`src/rtl/cic_interp_dac.sv`:
```
// CIC interpolator (x2**LOG2R, order N) feeding a saturated OUT_W-bit code to a sigma-delta DAC.
// Optional macro CIC_ROUND_EN: round half up instead of floor before saturation.
module cic_interp_dac #(
  parameter int IN_W  = 16,
  parameter int OUT_W = 5,
  parameter int N     = 3,
  parameter int LOG2R = 6
) (
  input  logic                    clk,
  input  logic                    rst,
  input  logic signed [IN_W-1:0]  dat_in,
  input  logic                    dat_vld_in,
  output logic                    dat_rdy_out,
  output logic signed [OUT_W-1:0] dat_out,
  output logic                    dat_vld_out,
  output logic                    underrun_out
);

  localparam int CW    = IN_W + N;
  localparam int ACC_W = IN_W + N * LOG2R;
  localparam int SHIFT = (N - 1) * LOG2R + IN_W - OUT_W;
  localparam logic signed [ACC_W:0] MAXV = (ACC_W + 1)'(2 ** (OUT_W - 1) - 1);
  localparam logic signed [ACC_W:0] MINV = -MAXV - 1;

  logic [LOG2R-1:0]           r_phase;
  logic                       w_slot;
  logic signed [CW-1:0]       w_sample;
  logic signed [CW-1:0]       r_comb;
  logic signed [ACC_W-1:0]    w_up;
  logic signed [ACC_W:0]      w_ext;
  logic signed [ACC_W:0]      w_sh;
  logic signed [OUT_W-1:0]    w_sat;
  logic signed [OUT_W-1:0]    r_sat;
  logic signed [OUT_W-1:0]    r_dat_out;
  logic                       r_underrun;
  logic [N+1:0]               r_take_pipe;
  logic                       r_vld;

  assign w_slot   = (r_phase == '0);
  assign w_sample = dat_vld_in ? {{N{dat_in[IN_W-1]}}, dat_in} : '0;

  // Low-rate comb chain: differences are formed combinationally and only
  // committed in the accept slot, so each stage's delay is one input sample.
  genvar gi;
  for (gi = 0; gi < N; gi++) begin : g_comb
    logic signed [CW-1:0] w_x;
    logic signed [CW-1:0] w_y;
    logic signed [CW-1:0] r_prev;
    if (gi == 0) begin : g_first
      assign w_x = w_sample;
    end else begin : g_next
      assign w_x = g_comb[gi-1].w_y;
    end
    assign w_y = w_x - r_prev;
    always_ff @(posedge clk) begin
      if (rst)         r_prev <= '0;
      else if (w_slot) r_prev <= w_x;
    end
  end

  // Zero-stuffing: the comb result enters the integrators once per period.
  assign w_up = (r_phase == LOG2R'(1)) ? {{(ACC_W - CW){r_comb[CW-1]}}, r_comb} : '0;

  for (gi = 0; gi < N; gi++) begin : g_int
    logic signed [ACC_W-1:0] w_in;
    logic signed [ACC_W-1:0] r_acc;
    if (gi == 0) begin : g_first
      assign w_in = w_up;
    end else begin : g_next
      assign w_in = g_int[gi-1].r_acc;
    end
    always_ff @(posedge clk) begin
      if (rst) r_acc <= '0;
      else     r_acc <= r_acc + w_in;
    end
  end

`ifdef CIC_ROUND_EN
  localparam logic signed [ACC_W:0] HALF = (ACC_W + 1)'(1) <<< (SHIFT - 1);
  assign w_ext = {g_int[N-1].r_acc[ACC_W-1], g_int[N-1].r_acc} + HALF;
`else
  assign w_ext = {g_int[N-1].r_acc[ACC_W-1], g_int[N-1].r_acc};
`endif

  assign w_sh = w_ext >>> SHIFT;

  always_comb begin
    w_sat = w_sh[OUT_W-1:0];
    if (w_sh > MAXV)      w_sat = MAXV[OUT_W-1:0];
    else if (w_sh < MINV) w_sat = MINV[OUT_W-1:0];
  end

  always_ff @(posedge clk) begin
    if (rst) begin
      r_phase     <= '0;
      r_comb      <= '0;
      r_sat       <= '0;
      r_dat_out   <= '0;
      r_underrun  <= 1'b0;
      r_take_pipe <= '0;
      r_vld       <= 1'b0;
    end else begin
      r_phase     <= r_phase + LOG2R'(1);
      if (w_slot) r_comb <= g_comb[N-1].w_y;
      r_sat       <= w_sat;
      r_dat_out   <= r_sat;
      r_underrun  <= w_slot && !dat_vld_in;
      // Valid follows the first real sample through the same N+2 stage pipeline.
      r_take_pipe <= {r_take_pipe[N:0], w_slot && dat_vld_in};
      r_vld       <= r_vld | r_take_pipe[N+1];
    end
  end

  assign dat_rdy_out  = w_slot;
  assign dat_out      = r_dat_out;
  assign dat_vld_out  = r_vld;
  assign underrun_out = r_underrun;

endmodule
```
`config.mk`:
```
export PLATFORM = sky130hd
export DESIGN_NAME = cic_interp_dac
export DESIGN_NICKNAME = d
export VERILOG_FILES = /design/src/rtl/cic_interp_dac.sv
export SDC_FILE = /design/constraint.sdc
export NUM_CORES = 1
export LEC_CHECK = 0
export CAP_MARGIN = 20
export CORE_MARGIN = 2
export CORE_UTILIZATION = 55
export DETAILED_ROUTE_END_ITERATION = 10
export PLACE_DENSITY = 0.78
export SLEW_MARGIN = 10
export SYNTH_ARGS = -nofsm -noshare
export SYNTH_HDL_FRONTEND = slang
export SYNTH_SLANG_ARGS = --single-unit
```
`constraint.sdc`:
```
create_clock -name clk -period 6.9 [get_ports clk]
set_input_delay 1.38 -clock clk [delete_from_list [all_inputs] [get_ports clk]]
set_output_delay 1.38 -clock clk [all_outputs]
set_load 0.02 [all_outputs]
```
**After elaboration in Yosys (flattened, before gate mapping)**

Cells that the tools add are included.

- Input bits: 19
- Memories: 0
- ROM bits: 0
- Bits in latches: 0
- Word-level logic and storage cells: 34
- Register bits: 201
- Bits in writable memories: 0

- Shift-type cells: 0
- Reduce and logical (&&, ||, !) cells: 5
- Multiply operators: 0
- Bitwise logic cells: 1
- Add/subtract/negate cells: 7
- Div/mod/pow operators: 0
- Multiplexer cells: 4
- Equal/unequal tests: 1
- $lt $le $gt $ge: 2

Operators with widths:

| cell | count |
|---|---|
| $add 34x34->34 | 3 |
| $sub 19x19->19 | 3 |
| $mux 34 | 1 |
| $mux 19 | 1 |
| $gt 11x5->1 const B | 1 |
| $lt 11x5->1 const B | 1 |
| $add 6x1->6 const B | 1 |
| $eq 6x1->1 const B | 1 |
| $logic_not 6->1 | 1 |
| $mux 5 | 1 |
| $mux 4 | 1 |
| $logic_and 1x1->1 | 2 |
| $reduce_or 2->1 | 1 |
| $logic_not 1->1 | 1 |
| $or 1x1->1 | 1 |

**Logic depth before layout (Yosys ltp)**

- Word-level depth: 4
- Mapped depth: 29

**Worst setup path before layout**

No wires, ideal clock.

- Path type: input to register
- Start: input port dat_vld_in
- End: register r_comb[18]
- Data arrival time: 6,257 ps
- Setup time: 79 ps
- Slack: 563 ps
- Cell stages on the path: 26
- Path through: buf_1 > and2_1 > ha_1 > nor2b_1 > o21a_1 > o21ai_0 > a21oi_1 > a41o_1 > or2_2 > xor2_1 > ha_1 > a21o_1 > a21o_1 > or3_1 > nor3_1 > nor2_1 > xor2_1 > ha_1 > or3_1 > o21ai_0 > a21oi_1 > nand3_1 > nand2_1 > a21oi_1 > xor3_1 > a211oi_2

- Cells in the longest elaborated chain, start to end: 4

Ends and longest elaborated chain:

| what | RTL line | RTL |
|---|---|---|
| start: declaration | 12 | `input logic dat_vld_in,` |
| $mux 19 | 40 | `assign w_sample = dat_vld_in ? {{N{dat_in[IN_W-1]}}, dat_in} : '0;` |
| via g_comb[0].w_x[1] | 46 | `logic signed [CW-1:0] w_x;` |
| $sub 19x19->19 | 54 | `assign w_y = w_x - r_prev;` |
| via g_comb[0].w_y[11] | 47 | `logic signed [CW-1:0] w_y;` |
| $sub 19x19->19 | 54 |  |
| via g_comb[1].w_y[13] | 47 |  |
| $sub 19x19->19 | 54 |  |
| end signal: assignment | 104 | `if (w_slot) r_comb <= g_comb[N-1].w_y;` |
| end: declaration | 28 | `logic signed [CW-1:0] r_comb;` |

The timed path passes the listed nets, and every way through them passes these cells.
A chain may end at the register's enable or synchronous reset.

**Final worst setup path**

Same ends and word-level chain as after synthesis.

==> summary.txt <==
Run status
  • Status: finished, final reports clean

Layout
  • Utilization after layout: between 60% and 70%
  • Final net count: 1800
  • Multi-input gate area: 8509 sq um
  • Area Growth Syn to Fin: 9.086%
  • Layout cells sized above 1: under 10%
  • Finished Layout Cells: around 2000
  • Inserted Diodes: 0
  • FF+latch area: 3964 sq um
  • Filler Cells Inserted: 2073

STA
  • Final Max Slew Viols: 0
  • Final Hold Vio Count: 0
  • Hold WS: 0.4471 ns
  • Min Tclk post-route: 6.503 ns
  • Rel. slew slack: a little under two fifths
  • Highest Clock Rate: ~150 MHz
  • Worst Tran Pin Value: 0.9260 ns
  • Period utilization: 94.25%
  • RSZ-0062 raised after global routing: false
  • # setup viols final: 0
  • Fin Setup TNS: 0 ns
  • Final Skew: 0.02075 ns

Setup path
  • Crit-path max FO: 14
  • WP data arrival: 6.86 ns
  • Startpoint Class: input port
  • Crit path kind: in -> reg
  • Crit end category: register
  • Data required, critical path: approximately 7.3 ns
  • Worst R2R Setup Slack: 1.68 ns

Yosys
  • Synth top area share: 30.52%
  • Synth Area in XOR/XNOR: 8.681%
  • Post-Synth Adder-Cell Area: 15.76%
  • Synthesized Nets: 1787
  • Synth warnings: 0
  • EDFF count, synth: 0
  • Mean post-synth cell area: ~8 sq um
  • Main combinational cell family by area after synthesis: compound AO/OA/AOI/OAI gates
  • Flops & latches, synth: roughly 200
  • Async SR Flop Fraction: 0%
  • Simple-gate area share of the yosys netlist: just under 20%
  • Sequential cell area fraction in the yosys report: 30.52%
  • Most used DFF post-synth: dfxtp_1
  • Synth top area cells: dfxtp_1, ha_1, a21oi_1
  • Synth cell types: 64
  • Yosys top cell by area: dfxtp_1
  • Cell Area, Synth: 12990 sq um
  • Synth Area in Compound Gates: 20.81%
  • Mux contribution to synthesized area: 0.4336%
  • Post-Syn Instances: 1608

Global route
  • GRT Resource Usage Total: 21.65%
  • GRT overflow: 0
  • Initial antenna violation count: 0
  • Vias in the first global route: 10022
  • Pin count of the biggest net entering global routing: approximately 120
  • First-pass GRT wire length: 45.24 mm

Clocking
  • CTS Buf Count: 17
  • Clock sinks: 198
  • Worst-Skew Late Latency: 0.44 ns
  • CTS root buf: clkbuf_16
  • CTS H-tree depth: 4
  • Clk pin slew, worst setup/hold paths: 0.08 ns
  • TritonCTS clock tree: built
  • Clock Path Buffers: 2

Power and ir drop
  • Worst VDD drop: 0.0001970 V
  • Pwr Total: 4790 uW
  • PwrDens: 338.1 nW/um^2
  • LEAKAGE: 0.006404 uW

Floorplan
  • I/O pins: 27
  • Die area: 24860 sq um
  • Die Ht: 157.7 um
  • Die width: 157.7 um
  • Initial core utilization: 55.66%
  • Row count: 56
  • Core area: 23330 sq um

Placed design
  • Input/output buffers: 26
  • RD Place Congestion: between 0.8 and 0.9
  • Dpl hpwl: 19.10 mm
  • Placed Cells: 1921

Routing
  • DRT Pass-1 Iters: 5
  • 1st-iter DRT viols: 530
  • Total wire length: 26.42 mm
  • Routed len/inst: 13.53 um
  • Vias/cell: 5.541
  • Post-DRT Antenna Nets: 0
  • Via count: 10821
  • Drt drc: 0

Run
  • Max_cap viols: 0

Min path
  • Hold Crit Class: reg -> reg
## stage by stage
| step | worst slack (ns) | instance area [sq um] |
|---|---|---|
| finish | 0.3967 | 14170 |
| global route | 0.01472 | 14170 |
| CTS | 0.3303 | 14160 |
| detailed placement | -0.05664 | 13580 |
| global placement | 0.1382 | 13580 |
| floorplan | 0.5634 | 12990 |
## critical path, cell delays in order
cell	delay [ns]
clkdlybuf4s50_1	0.50
buf_4	0.22
and2_1	0.16
ha_1	0.35
a21o_1	0.21
a21oi_2	0.17
o21ai_0	0.12
a41o_1	0.23
or2_2	0.28
xor2_1	0.16
ha_1	0.30
a21o_1	0.16
a21o_1	0.18
or3_1	0.34
nor3_2	0.16
nor2_1	0.08
xor2_1	0.19
ha_1	0.28
or3_1	0.35
o21ai_0	0.13
a21oi_1	0.10
nand3_1	0.10
nand2_1	0.06
a21oi_1	0.19
xor3_1	0.27
a211oi_2	0.21
## synthesized netlist by cell type, types with 9 or more instances
cell type,n
a211oi_1,20
nor3_1,27
o21a_1,16
a21oi_1,165
or3_1,10
xor2_1,50
o21ai_1,9
o211ai_1,12
ha_1,154
xnor2_1,76
and3_1,30
and2_1,25
inv_1,97
o21bai_1,11
nand2b_1,23
nand2_1,176
nor2b_1,38
a21o_1,58
a31oi_1,17
o21ai_0,63
clkbuf_1,40
nor2_1,158
dfxtp_1,198
nand3_1,25
## logic make-up (layout without fill, tap and decap cells)
family	count (synthesis)	count (layout)
simple gates	547	547
fa+ha+maj	160	160
flops	198	198
buf+inv	141	167
mux	5	5
xor+xnor	127	127
compound gates	430	430
## cell type report
class                   instances  share of cell area [%]
multi-input cells            1269                   60.07
clock inverters                15                   1.078
flip-flops and latches        198                   27.98
well taps                     319                   2.818
inverters                      97                   2.570
clock buffers                  17                   3.003
repair buffers                 38                   2.482
## final timing paths
check	from	to	cells after the start
max	dat_vld_in	r_comb[18]	26
min	r_take_pipe[1]	r_take_pipe[2]	1
max reg2reg	g_comb[0].r_prev[0]	r_comb[18]	26
min reg2reg	r_take_pipe[1]	r_take_pipe[2]	1
## layout by cell type (no fill, tap or decap), types with 5 or more instances in the layout
master	count
and2_1	25
o31ai_1	8
or2_2	5
clkdlybuf4s50_1	25
xor2_1	50
ha_1	154
or3_1	10
a211oi_1	20
dfxtp_1	198
a21boi_1	5
o21ai_0	62
and3_1	30
a41oi_1	6
mux2_2	5
inv_1	96
clkbuf_16	17
a211o_1	6
nand3_1	25
fa_1	6
nand2_1	175
a21oi_1	164
a21o_1	58
inv_6	5
nor2_1	158
nor2b_1	38
o211ai_1	12
nor3_1	26
buf_4	12
o21a_1	16
a31oi_1	17
nor3b_1	5
o21bai_1	11
nand2b_1	23
xnor2_1	76
o21ai_1	10
nand4_1	7
## state kept, by name, indices dropped and copies added, names as in the netlist
signal / cells
dat_out: 5
r_sat: 5
r_phase: 6
g_int.r_acc: 102
underrun_out: 1
r_take_pipe: 5
r_comb: 19
dat_vld_out: 1
g_comb.r_prev: 54
## per-layer routing
layer | vias up | track usage (%) | share of wire [%]
met3 | 26 | 3.449 | 2.2
met5 | - | 0 | 0
met2 | 124 | 38.36 | 48
met1 | 5015 | 27.52 | 48
met4 | 0 | 5.065 | 1.1
li1 | 5656 | - | -
## power breakdown
| group | switching, uW | internal (uW) | leakage, uW |
|---|---|---|---|
| clock network | 495 | 485 | 0.000286 |
| registers | 110 | 1340 | 0.00162 |
| logic | 1290 | 1060 | 0.00450 |
## repair_timing
action                     CTS  global route
gates resized for setup      0             3
hold buffers                 0             0
setup buffers                0             0
setup endpoints to repair    0             1
No activity file was read; power rests on OpenSTA's default activity.
